$ cat config.mk
export PLATFORM = sky130hd
export DESIGN_NAME = rle_window_gen
export DESIGN_NICKNAME = d
export VERILOG_FILES = /design/src/rtl/rle_window_gen.sv
export SDC_FILE = /design/constraint.sdc
export NUM_CORES = 1
export LEC_CHECK = 0
export CAP_MARGIN = 20
export CORE_MARGIN = 1.5
export CORE_UTILIZATION = 50
export CTS_BUF_LIST = sky130_fd_sc_hd__clkbuf_16
export DETAILED_ROUTE_END_ITERATION = 8
export PLACE_DENSITY = 0.73
export REMOVE_ABC_BUFFERS = 1
export SLEW_MARGIN = 25
export SYNTH_ARGS = -nofsm -noshare
export SYNTH_HDL_FRONTEND = slang
export SYNTH_SLANG_ARGS = --single-unit
$ cat constraint.sdc
create_clock -name clk_i -period 3.2 [get_ports clk_i]
set_input_delay 0.64 -clock clk_i [delete_from_list [all_inputs] [get_ports clk_i]]
set_output_delay 0.64 -clock clk_i [all_outputs]
set_load 0.005 [all_outputs]
$ cat src/rtl/rle_window_gen.sv
// Raster-to-2x2-window front end for the RLE labeller: keeps the previous row in a 1-bit
// line buffer, tracks the current foreground run and appends a flush column and flush row.
module rle_window_gen #(
  parameter int IMG_W     = 640,
  parameter int IMG_H     = 480,
  parameter int x_bit     = 10,
  parameter int y_bit     = 9,
  parameter int data_bit  = 2 * x_bit + 2 * y_bit,
  parameter int extra_bit = 19
) (
  input  logic                 clk_i,
  input  logic                 rst_n_i,
  input  logic                 pix_valid_i,
  input  logic                 pix_i,
  output logic                 pix_ready_o,
  output logic                 datavalid_o,
  output logic                 A_o,
  output logic                 B_o,
  output logic                 r1_o,
  output logic                 r2_o,
  output logic [x_bit-1:0]     x_o,
  output logic [y_bit-1:0]     y_o,
  output logic [data_bit-1:0]  d_o,
  output logic [extra_bit-1:0] e_o,
  output logic                 eol_o,
  output logic                 eof_o
);

  localparam int AW = (IMG_W > 1) ? $clog2(IMG_W) : 1;
  localparam logic [x_bit-1:0] XLAST = x_bit'(IMG_W - 1);
  localparam logic [x_bit-1:0] XFLUSH = x_bit'(IMG_W);
  localparam logic [y_bit-1:0] YLAST = y_bit'(IMG_H - 1);
  localparam logic [y_bit-1:0] YFLUSH = y_bit'(IMG_H);
  localparam logic [data_bit-1:0] INIT_BBOX =
    {{x_bit{1'b1}}, {x_bit{1'b0}}, {y_bit{1'b1}}, {y_bit{1'b0}}};
  localparam logic [extra_bit-1:0] CNT_MAX = '1;

  typedef enum logic [1:0] {ST_ROW, ST_COLF, ST_FRMF} state_t;

  state_t state_q, state_d;
  logic [x_bit-1:0] cx_q, cx_d;
  logic [y_bit-1:0] cy_q, cy_d;
  logic line_mem [IMG_W];

  logic dv_q, a_q, b_q, r1_q, r2_q, eol_q, eof_q;
  logic [x_bit-1:0] x_q;
  logic [y_bit-1:0] y_q;
  logic [data_bit-1:0] d_q;
  logic [extra_bit-1:0] e_q;

  logic emit, wr_en, b_raw;
  logic a_d, b_d, r1_d, r2_d, eol_d, eof_d;
  logic [x_bit-1:0] x0_d;
  logic [extra_bit-1:0] cnt_d;
  logic [data_bit-1:0] d_d;
  logic [extra_bit-1:0] e_d;

  always_comb begin
    state_d = state_q;
    cx_d    = cx_q;
    cy_d    = cy_q;
    emit    = 1'b0;
    wr_en   = 1'b0;
    b_raw   = line_mem[cx_q[AW-1:0]];
    b_d     = 1'b0;
    r1_d    = 1'b0;
    eol_d   = 1'b0;
    eof_d   = 1'b0;
    case (state_q)
      ST_ROW: begin
        if (pix_valid_i) begin
          emit  = 1'b1;
          wr_en = 1'b1;
          r1_d  = pix_i;
          b_d   = (cy_q != '0) & b_raw;
          if (cx_q == XLAST) begin
            cx_d    = XFLUSH;
            state_d = ST_COLF;
          end else begin
            cx_d = cx_q + 1'b1;
          end
        end
      end
      ST_COLF: begin
        emit  = 1'b1;
        eol_d = 1'b1;
        cx_d  = '0;
        if (cy_q < YLAST) begin
          cy_d    = cy_q + 1'b1;
          state_d = ST_ROW;
        end else begin
          cy_d    = YFLUSH;
          state_d = ST_FRMF;
        end
      end
      ST_FRMF: begin
        emit = 1'b1;
        b_d  = (cx_q != XFLUSH) & b_raw;
        if (cx_q == XFLUSH) begin
          eol_d   = 1'b1;
          eof_d   = 1'b1;
          cx_d    = '0;
          cy_d    = '0;
          state_d = ST_ROW;
        end else begin
          cx_d = cx_q + 1'b1;
        end
      end
      default: state_d = ST_ROW;
    endcase

    // The last emitted column is always x-1 of the same row whenever x > 0.
    a_d  = (cx_q != '0) & (cy_q != '0) & b_q;
    r2_d = (cx_q != '0) & (state_q != ST_FRMF) & r1_q;

    x0_d  = cx_q;
    cnt_d = {{(extra_bit-1){1'b0}}, 1'b1};
    if (r1_d && r2_d) begin
      x0_d  = d_q[data_bit-1 -: x_bit];
      cnt_d = (e_q == CNT_MAX) ? e_q : e_q + 1'b1;
    end
    d_d = r1_d ? {x0_d, cx_q, cy_q, cy_q} : INIT_BBOX;
    e_d = r1_d ? cnt_d : '0;
  end

  always_ff @(posedge clk_i) begin
    if (wr_en) line_mem[cx_q[AW-1:0]] <= pix_i;
  end

  always_ff @(posedge clk_i or negedge rst_n_i) begin
    if (!rst_n_i) begin
      state_q <= ST_ROW;
      cx_q    <= '0;
      cy_q    <= '0;
      dv_q    <= 1'b0;
      a_q     <= 1'b0;
      b_q     <= 1'b0;
      r1_q    <= 1'b0;
      r2_q    <= 1'b0;
      eol_q   <= 1'b0;
      eof_q   <= 1'b0;
      x_q     <= '0;
      y_q     <= '0;
      d_q     <= INIT_BBOX;
      e_q     <= '0;
    end else begin
      state_q <= state_d;
      cx_q    <= cx_d;
      cy_q    <= cy_d;
      dv_q    <= emit;
      if (emit) begin
        a_q   <= a_d;
        b_q   <= b_d;
        r1_q  <= r1_d;
        r2_q  <= r2_d;
        eol_q <= eol_d;
        eof_q <= eof_d;
        x_q   <= cx_q;
        y_q   <= cy_q;
        d_q   <= d_d;
        e_q   <= e_d;
      end
    end
  end

  assign pix_ready_o = (state_q == ST_ROW);
  assign datavalid_o = dv_q;
  assign A_o         = a_q;
  assign B_o         = b_q;
  assign r1_o        = r1_q;
  assign r2_o        = r2_q;
  assign x_o         = x_q;
  assign y_o         = y_q;
  assign d_o         = d_q;
  assign e_o         = e_q;
  assign eol_o       = eol_q;
  assign eof_o       = eof_q;

endmodule

==> flow_summary.json <==
{
  "worst_pin_slew_ps": 941,
  "cts_tree": "built",
  "drt_iter0_drc": 3290,
  "ios": 88,
  "pre_cts_slack_ps": 62.4,
  "setup_ws_ps": 51.5,
  "grt_pass1_vias": 22100,
  "routabilityCongestion": 0.914,
  "period_minus_slack_ps": 3150,
  "crit_type": "register to register",
  "numCtsBuffers": 76,
  "die_w_um": 258,
  "crit_end": "B_o",
  "hold_class": "primary input to asynchronous set/reset pin",
  "final_common_cell": "nor2_1",
  "r2r_slack_ps": 50,
  "ys_ff_latch": 744,
  "synth.distinct_cells": 70,
  "clock_latency_ps": 630,
  "status": "complete, no violations",
  "final_hold_viol_count": 0,
  "antenna_found_initial": 0,
  "max_cap_viol_count": 0,
  "slew_headroom_pct": 37.3,
  "drt_wl_total_um": 93800,
  "grt_pass1_wl_um": 139000,
  "worstSetupEndpointType": "register",
  "final_nets": 2756,
  "timing.fmax_mhz": 318,
  "worstPathArrival_ps": 3700,
  "slew_violations": 0,
  "synth_ff_type": "edfxtp_1",
  "start_util_pct": 50.6,
  "dpl.hpwl_um": 57900,
  "gr-total-overflow": 0,
  "r2r-end": "B_o",
  "clock_sinks": 744,
  "async_flop_share_pct": 14.0,
  "yosys_warnings": 0,
  "cts_hold_buf": 0,
  "final_cell_mix": "nor2_1 (710), edfxtp_1 (640), mux2i_1 (280)",
  "grt_util_all_layers_pct": 28.2,
  "port_buffers": 87,
  "finalSetupViolations": 0,
  "required_ps": 3750,
  "reg2regPathDepth": 10,
  "crit_path_start": "cx_q[2]",
  "clock_path_buffers": 3,
  "cts_setup_buffers": 0,
  "clk_pin_slew_ps": 60,
  "grt_max_degree": 213,
  "cts_root_buffer": "clkbuf_16",
  "drive_gt1_share_pct": 12.0,
  "critical_path.max_fanout": 28,
  "ctsResizeCount": 0,
  "core_area_um2": 64500,
  "synth_top_cell_area_share_pct": 58.9,
  "powerDensity_nw_per_um2": 518,
  "viasPerCell": 6.16,
  "routedWlPerCell_um": 25.7,
  "num_rows": 93,
  "synth_top_cell_by_area": "edfxtp_1",
  "syn2layout_area_growth_pct": 14.9,
  "reg2reg_from": "cx_q[2]",
  "antenna_cells": 0,
  "clock_skew_ps": 22.5,
  "drtAntennaViolNets": 0,
  "synth_edf_count": 640,
  "avgSynthCellArea_um2": 12.4,
  "ir_drop_v": 0.000487,
  "leakagePower_uw": 0.0117,
  "ys_seq_area_share_pct": 66.9,
  "vias": 22500,
  "dieArea_um2": 66800,
  "postSynthCellCount": 2621,
  "h-tree-depth": 3,
  "die_h_um": 258,
  "firstDrtPassIters": 6,
  "start_kind": "register",
  "post-route-period-util_pct": 98.4,
  "yosys-top-cells-area": "edfxtp_1 (59%), mux2i_1 (8.6%), nor2_1 (8.2%)",
  "rsz0062_at_grt": "no",
  "drc_errors": 0,
  "hold_ws_ps": 76.0,
  "synth_area_um2": 32600
}
==> synthesized netlist by cell type (5+ instances only) <==
| cell | n |
|---|---|
| nand4_1 | 8 |
| o22a_1 | 20 |
| buf_2 | 18 |
| clkbuf_1 | 134 |
| inv_1 | 15 |
| o21ai_0 | 39 |
| mux2i_1 | 281 |
| xor2_1 | 6 |
| edfxtp_1 | 640 |
| o31ai_1 | 14 |
| and2_1 | 5 |
| nand3_1 | 78 |
| a31oi_1 | 5 |
| nor4_1 | 27 |
| dfstp_2 | 19 |
| ha_1 | 12 |
| nand2b_1 | 6 |
| buf_4 | 31 |
| nor2_1 | 710 |
| dfrtp_1 | 85 |
| o22ai_1 | 125 |
| o2111ai_1 | 6 |
| xnor2_1 | 7 |
| nand2_1 | 169 |
| and3_1 | 8 |
| a21oi_1 | 12 |
| nor3_1 | 20 |
| nor2b_1 | 9 |
| mux4_2 | 21 |
| buf_1 | 15 |
| buf_6 | 9 |
==> worst min-delay path by stage <==
stage	from	to	slack [ps]	cells after the start
final	rst_n_i	d_o[4]	80	1
after global routing	rst_n_i	d_o[4]	140	1
after CTS	rst_n_i	d_o[4]	80	1
after detailed placement	d_o[4]	d_o[4]	450	2
after global placement	d_o[24]	d_o[24]	450	2
after floorplan	rst_n_i	A_o	340	0
==> per-layer routing <==
metal / GRT usage [%] / up-vias / routed length [µm]
met1: 37.8 / 11100 / 35000
met3: 5.55 / 285 / 10100
met2: 44.1 / 1387 / 43700
li1: - / 9689 / -
met4: 13.5 / 2 / 4880
met5: 0.783 / - / 76
==> stage by stage <==
stage          cells  utilization, %  instance area, µm²  setup TNS, ps  power (µW)
5_1_grt         3654            58.2               37500              0       19800
6_report        3654            58.2               37500              0       19400
3_3_place_gp    3517            54.4               35000              0       10900
4_1_cts         3654            58.1               37500              0       19400
3_5_place_dp    3517            54.4               35000              0       10900
2_1_floorplan   2413               -               31600       -5905710       10700
==> worst max-delay path, cell delays in order (launching register included) <==
cell       delay [ps]
dfrtp_1           560
buf_12            250
nand4b_2          510
buf_4             380
o22ai_1           180
nor2_1             80
o2111ai_1          90
nor3_1             90
nor4_1            640
nor4_2            120
a21oi_1           170
==> kinds of logic after synthesis <==
group / count (synthesis) / share of synthesized area [%]
adder cells (fa/ha/maj): 12 / 0.460
XOR/XNOR: 13 / 0.349
AND/OR/NAND/NOR: 1082 / 14.0
flip-flops: 744 / 66.9
buffers and inverters: 224 / 3.21
AO/OA/AOI/OAI: 242 / 4.85
multiplexers: 304 / 10.1
==> flip-flops by register name, indices dropped and copies added, names as in the netlist <==
signal and flops:
A_o 1, B_o 1, cx_q 10, cy_q 9, d_o 38, datavalid_o 1
e_o 19, eof_o 1, eol_o 1, line_mem 640, r1_o 1, r2_o 1
state_q 2, x_o 10, y_o 9
==> report_power, final <==
group	total, µW	switching, µW	internal, µW
sequential	10500	0	10500
clock	8710	3750	4960
combinational	154	141	12.6
total	19400	3890	15500
==> area by class of cell <==
type	instances	area [µm²]
clock inverters	58	447
clock buffers	79	1980
inverters	16	60.1
flip-flops and latches	744	21800
repair buffers	249	2340
well taps	855	1070
fillers	5153	27000
multi-input cells	1653	9750
Power figures use the tool's default switching activity.
